==> config.mk <==
export PLATFORM = sky130hd
export DESIGN_NAME = res_pack
export DESIGN_NICKNAME = d
export VERILOG_FILES = /design/src/rtl/res_pack.sv
export SDC_FILE = /design/constraint.sdc
export NUM_CORES = 1
export LEC_CHECK = 0
export CAP_MARGIN = 20
export CORE_ASPECT_RATIO = 0.75
export CORE_UTILIZATION = 56
export CTS_CLUSTER_DIAMETER = 30
export DETAILED_ROUTE_END_ITERATION = 10
export PLACE_DENSITY_LB_ADDON = 0.15
export REMOVE_ABC_BUFFERS = 1
export SYNTH_ARGS = -nofsm -noshare
export SYNTH_HDL_FRONTEND = slang
export SYNTH_SLANG_ARGS = --single-unit
==> constraint.sdc <==
create_clock -name clk -period 3.7 [get_ports clk]
set_input_delay 0.74 -clock clk [delete_from_list [all_inputs] [get_ports clk]]
set_output_delay 0.74 -clock clk [all_outputs]
set_load 0.005 [all_outputs]
==> src/rtl/res_pack.sv <==
// res_pack: reads 16384 result bytes, reduces each to one bit and packs 16 per word MSB first.
// PACK_NONZERO_EN selects b = |res_di; otherwise b = res_di[0].
module res_pack #(
    parameter logic [9:0] LAST_WORD = 10'h3FF
) (
    input  logic        clk,
    input  logic        reset,
    input  logic        pack_en,
    output logic        busy,
    output logic        res_rd,
    output logic [13:0] res_addr,
    input  logic [7:0]  res_di,
    output logic        pk_wr,
    output logic [9:0]  pk_addr,
    output logic [15:0] pk_do,
    output logic        pack_done
);
    localparam logic [13:0] PIX_LAST = {LAST_WORD, 4'hF};

    typedef enum logic [1:0] {IDLE, READ, DRAIN, DONE} state_t;

    state_t      state, state_nx;
    logic [13:0] pix;
    logic [9:0]  word;
    logic [3:0]  bit_cnt;
    logic [15:0] shift;
    logic        valid;
    logic        drain_cnt;
    logic        b;

`ifdef PACK_NONZERO_EN
    assign b = |res_di;
`else
    logic unused_hi;
    assign b = res_di[0];
    assign unused_hi = ^res_di[7:1];
`endif

    always_ff @(posedge clk) begin
        if (!reset)
            state <= IDLE;
        else
            state <= state_nx;
    end

    always_comb begin
        state_nx = state;
        case (state)
            IDLE:    state_nx = pack_en ? READ : IDLE;
            READ:    state_nx = (pix == PIX_LAST) ? DRAIN : READ;
            DRAIN:   state_nx = drain_cnt ? DONE : DRAIN;
            default: state_nx = IDLE;
        endcase
    end

    assign busy      = (state == READ) || (state == DRAIN);
    assign res_rd    = (state == READ);
    assign res_addr  = pix;
    assign pack_done = (state == DONE);

    always_ff @(posedge clk) begin
        if (!reset) begin
            pix       <= '0;
            word      <= '0;
            bit_cnt   <= '0;
            shift     <= '0;
            valid     <= 1'b0;
            drain_cnt <= 1'b0;
            pk_wr     <= 1'b0;
            pk_addr   <= '0;
            pk_do     <= '0;
        end else begin
            valid     <= res_rd;
            pk_wr     <= 1'b0;
            drain_cnt <= (state == DRAIN) ? ~drain_cnt : 1'b0;
            if (state == READ && pix != PIX_LAST)
                pix <= pix + 14'd1;
            if (valid) begin
                shift   <= {shift[14:0], b};
                bit_cnt <= bit_cnt + 4'd1;
                if (bit_cnt == 4'd15) begin
                    pk_do   <= {shift[14:0], b};
                    pk_addr <= word;
                    pk_wr   <= 1'b1;
                    word    <= word + 10'd1;
                end
            end
            // a new pass always starts from a clean word boundary
            if (state == IDLE && pack_en) begin
                pix     <= '0;
                word    <= '0;
                bit_cnt <= '0;
                shift   <= '0;
            end
        end
    end
endmodule

==> results.cfg, run 1 <==
[power]
p_int_uw = 1152
p_leak_uw = 0.001272
pwr-share-comb = 0.037
power.share.sequential = 0.541
peakVddDrop_v = 0.0004806
power_density_nw_per_um2 = 397.4
p_sw_uw = 332.3
p_sw_frac = 0.2238
clkPwrFrac = 0.422

[detailed_routing]
ant_nets = 0
via_per_inst = 5.379
drc_errors = 0
drt_first_pass_iters = 7
wl_per_cell_um = 13.24
drt-total-wl_um = 6012
vias = 2442
drtIter0Drc = 132

[place]
hpwl_um = 4093
place_area_sq_um = 3533
place_congestion = 0.7926
port_buffers = 47

[timing]
rsz0062_at_grt = no
drv_slew = 0
setup_viol = 0
tightest_slew_ns = 0.5608
max_freq_ghz = 0.3886
fin_hold_ws_ns = 0.4619
fin_skew_ns = 0.005034
period_minus_slack_ns = 2.574
fin_crit_sh = 0.6956
max_slew_margin = 0.6232
final.setup.tns_ns = 0
hold_violations = 0

[floorplan]
core_area_sq_um = 5037
initial_core_util = 0.5964
die_area_sq_um = 5665
die_x_um = 86.58
num_rows = 22
ios = 55
die_h_um = 65.43

[global_route]
antenna_found_initial = 0
grt_max_degree = 33
grt_pass1_vias = 2158
grt-ovfl-total = 0
grt_first_pass_wirelength_um = 10160
grt_usage = 0.2364

[clocking]
cts_buffers = 9
clock_latency_ns = 0.34
cts_max_level = 3
clk_path_buf_depth = 2
post_cts_resized = 0
cts_tree = done
holdBufCountCts = 0
clkSinkCount = 74
post_cts_buffers = 0
root_buffer = clkbuf_8
clk_pin_slew_ns = 0.08

[logic_synthesis]
synthArstFlopShare = 0
synth_top_area_share = 0.4931
ys.flop_type = dfxtp_1
ys_warn_count = 0
synth_top_cell_by_area = dfxtp_1
ys_types = 39
syn_area_per_cell_sq_um = 9.076
synthTopCellsByArea = dfxtp_1 49%, nand2_1 8.4%, a21boi_0 6.5%, mux2i_1 6.0%, nor2_1 4.0%
yosysSeqAreaShare = 0.4931
synth_edf_count = 0
ys_seq_elements = 74
syn_inst = 331
syn_area_sq_um = 3004

[status]
status = completed

[final_layout]
drive_gt1_frac = 0.06806
post-route-util = 0.7417
layout_common_cells = 74 x dfxtp_1, 67 x nand2_1, 47 x clkdlybuf4s50_1, 32 x nor2_1, 26 x a21boi_0
finalNetCount = 396
mostFrequentLayoutCell = dfxtp_1
stdcell_area_sq_um = 3736
area_delta_synth_final_pct = 24.36
diodes = 0

[setup_path]
worstPathMaxFanout = 11
cp_data_arrival_time_ns = 1.83
criticalPathCategory = flop to output pin
endpoint_kind = output pin
worstSetupStartpointType = flop
crit_required_ns = 2.96

[worst_hold_path]
hold_class = flop to flop

[flow_run]
cap_viol_max_count = 0
-- state kept, by name, indices dropped and copies added (netlist names) --
signal / cells
drain_cnt: 1
pk_addr: 10
state: 2
pk_do: 16
res_addr: 14
valid: 1
bit_cnt: 4
pk_wr: 1
word: 10
shift: 15
-- critical path, cell delays in order (launching register included) --
cell             delay, ns
dfxtp_1               0.35
inv_1                 0.11
ha_1                  0.42
clkdlybuf4s50_1       0.60
-- Yosys cell counts, drive strengths merged (3+ instances only) --
cell type  instances
a21boi            26
a21oi              9
and2               4
and3               4
and4               4
buf                4
clkbuf            13
dfxtp             74
ha                 8
inv                4
mux2i             18
nand2             67
nand3             10
nand4              8
nor2              32
o21ai              8
or3                5
or4                3
xor2               9
-- power groups by stage --
stage	sequential, uW	clock [uW]	combinational [uW]
after floorplan	825	0	26.9
after global placement	821	0	53.9
after detailed placement	821	0	55.3
after CTS	802	643	55.5
after global routing	803	683	59.9
final	803	627	55.0
-- cell type report --
cell class / count / area [sq um]
Tap cell: 72 / 90.09
Multi-Input combinational cell: 236 / 1439
Clock inverter: 6 / 65.06
Timing Repair Buffer: 52 / 508.0
Clock buffer: 10 / 137.6
Sequential cell: 74 / 1481
Fill cell: 409 / 1301
Inverter: 4 / 15.01
-- final timing paths --
path,start,end,slack [ns],cells after the start
setup reg to reg,state[1]$_SDFF_PN0_,res_addr[11]$_SDFFE_PP0P_,1.47,6
setup / recovery,state[1]$_SDFF_PN0_,res_rd,1.13,3
hold reg to reg,pk_do[9]$_SDFFE_PN0P_,pk_do[9]$_SDFFE_PN0P_,0.46,2
hold / removal,pk_do[9]$_SDFFE_PN0P_,pk_do[9]$_SDFFE_PN0P_,0.46,2
-- metrics by stage --
step                      worst slack [ns]  power, uW  std cells
after global placement               1.375      875.0        438
after CTS                            1.128       1501        454
after global routing                 1.048       1546        454
after floorplan                      1.198      851.5        314
final                                1.126       1485        454
after detailed placement             1.374      876.4        438
-- kinds of logic after synthesis --
family                   after synthesis  share of synthesized area
AO/OA/AOI/OAI                         56                     0.1283
buffers and inverters                 21                    0.02790
flip-flops                            74                     0.4931
multiplexers                          18                    0.05997
XOR/XNOR                              11                    0.03207
adder cells (fa/ha/maj)                8                    0.03332
AND/OR/NAND/NOR                      143                     0.2253
-- routing by layer --
metal / vias to the layer above / wire, um / track usage
li1: 1232 / - / -
met1: 1143 / 2928 / 0.3261
met2: 61 / 2700 / 0.3522
met3: 6 / 326 / 0.07161
met4: 0 / 57 / 0.08125
met5: - / 0 / 0
Power figures use the tool's default switching activity.
==> run 2, diff against run 1 <==
Settings changed: CORE_UTILIZATION 56 to 52.
Clock period 3.7 ns to 2.4 ns, I/O delays scaled along.
==> run 2 against run 1 <==
Net effect:
- critical endpoint unchanged
- setup slack got worse by 0.88 ns
- largest cell class unchanged
- wire length fell by 0.57%
- die area rose by 7.5%
- cell count rose by 1.5%
- cell area rose by 1.9%
- first-iteration DRC count fell by 20%
==> results.cfg, run 2 (synthesized netlist as in run 1, its figures left out) <==
[setup_path]
criticalPathCategory = flop to output pin
cp_data_arrival_time_ns = 1.68
slowest_stage = clkdlybuf4s50_1
critical_path.reg2reg.endpoint = res_addr[11]$_SDFFE_PP0P_
worstPathMaxFanout = 10
crit_required_ns = 1.92
regToRegSetupSlack_ns = 0.48
timing.rr.start = state[1]$_SDFF_PN0_
crit_chain = inv_1, ha_1, buf_4, clkdlybuf4s50_1
endpoint_kind = output pin
worstSetupStartpointType = flop
r2r_cells = 6
cpPeakStageDelay_ns = 0.51

[global_route]
use_met1 = 0.2947
gr-usage-met2 = 0.3183
use_met3 = 0.07556
grt_first_pass_wirelength_um = 10190
grt-ovfl-total = 0
grt_pass1_vias = 2161
grt_max_degree = 35
grt_busiest_layer = met2
grt_usage = 0.2127
antenna_found_initial = 0

[timing]
tightest_slew_ns = 0.4733
fin_skew_ns = 0.01084
drv_slew = 0
period_minus_slack_ns = 2.157
max_slew_margin = 0.6820
fin_hold_ws_ns = 0.4627
setup_viol = 0
fin_crit_sh = 0.8986
max_freq_ghz = 0.4637
rsz0062_at_grt = no
hold_violations = 0

[power]
power_uw = 2410
power_density_nw_per_um2 = 633.2
p_leak_uw = 0.001303
peakVddDrop_v = 0.0004399

[status]
status = completed

[clocking]
post_cts_resized = 0
clk_path_buf_depth = 2
clk_pin_slew_ns = 0.08
clock_latency_ns = 0.35
cts_buffers = 9
cts_tree = done
cts_max_level = 3
root_buffer = clkbuf_8
post_cts_buffers = 0
clkSinkCount = 74
holdBufCountCts = 0

[detailed_routing]
ant_nets = 0
via_per_inst = 5.232
vias = 2412
drt-total-wl_um = 5978
drtIter0Drc = 105
wl_per_cell_um = 12.97
drt_first_pass_iters = 4
drc_errors = 0

[worst_hold_path]
hold_class = flop to flop
worstHoldStart = word[9]$_SDFFE_PP0P_
holdPathEnd = pk_addr[9]$_SDFFE_PN0P_
holdPathStages = 2

[floorplan]
die_h_um = 67.83
core_area_sq_um = 5439
num_rows = 23
initial_core_util = 0.5523
die_area_sq_um = 6088
ios = 55
die_x_um = 89.77

[place]
place_congestion = 0.8033
hpwl_um = 4046
dp.cells = 445
port_buffers = 47

[final_layout]
fill_cells = 438
final_cells = 461
drive_gt1_frac = 0.07772
mostFrequentLayoutCell = dfxtp_1
largest_register_ffs = 16
area_delta_synth_final_pct = 26.70
layout_common_cells = 74 x dfxtp_1, 67 x nand2_1, 47 x clkdlybuf4s50_1, 32 x nor2_1, 26 x a21boi_0
top_register = pk_do
post-route-util = 0.6998
finalNetCount = 400
diodes = 0

[flow_run]
cap_viol_max_count = 0
-- run 2: worst max-delay path: cells and delay by family, from the launching register on --
kind       cells  cell delay (ns)
buf+inv        3             0.80
flops          1             0.35
fa+ha+maj      1             0.19
-- run 2: worst max path at each step --
stage                        startpoint                       end  slack [ns]  depth (start not counted)
global route        state[1]$_SDFF_PN0_                    res_rd        0.12                          4
detailed placement                reset  res_addr[0]$_SDFFE_PP0P_        0.35                          4
finish              state[1]$_SDFF_PN0_                    res_rd        0.24                          4
CTS                 state[1]$_SDFF_PN0_                    res_rd        0.22                          4
global placement                  reset  res_addr[0]$_SDFFE_PP0P_        0.40                          4
floorplan              valid$_SDFF_PN0_      word[8]$_SDFFE_PP0P_       -0.10                          4
-- run 2: area by class of cell --
class | count | area, sq um | share of cell area
sequential | 74 | 1481 | 0.3892
multi-input combinational | 236 | 1439 | 0.3780
timing repair buffer | 56 | 550.5 | 0.1446
clock buffer | 10 | 137.6 | 0.03616
tap | 75 | 93.84 | 0.02465
clock inverter | 6 | 88.84 | 0.02334
inverter | 4 | 15.01 | 0.003945
-- run 2: per-layer routing --
layer | wire length (um) | share of wire
met3 | 282 | 0.047
met1 | 3138 | 0.52
met4 | 47 | 0.0079
met5 | 0 | 0
met2 | 2510 | 0.42
-- run 2: report_power, final --
group          internal [uW]  switching, uW
clock network            615            466
logic                   40.5           50.6
registers               1230           5.96
total                   1890            523
-- run 2: stage by stage --
step / setup TNS (ns) / cell area, sq um / worst slack, ns
floorplan: -0.1262 / 2935 / -0.1021
global route: 0 / 3806 / 0.1218
detailed placement: 0 / 3580 / 0.3524
CTS: 0 / 3806 / 0.2236
global placement: 0 / 3580 / 0.3962
finish: 0 / 3806 / 0.2435
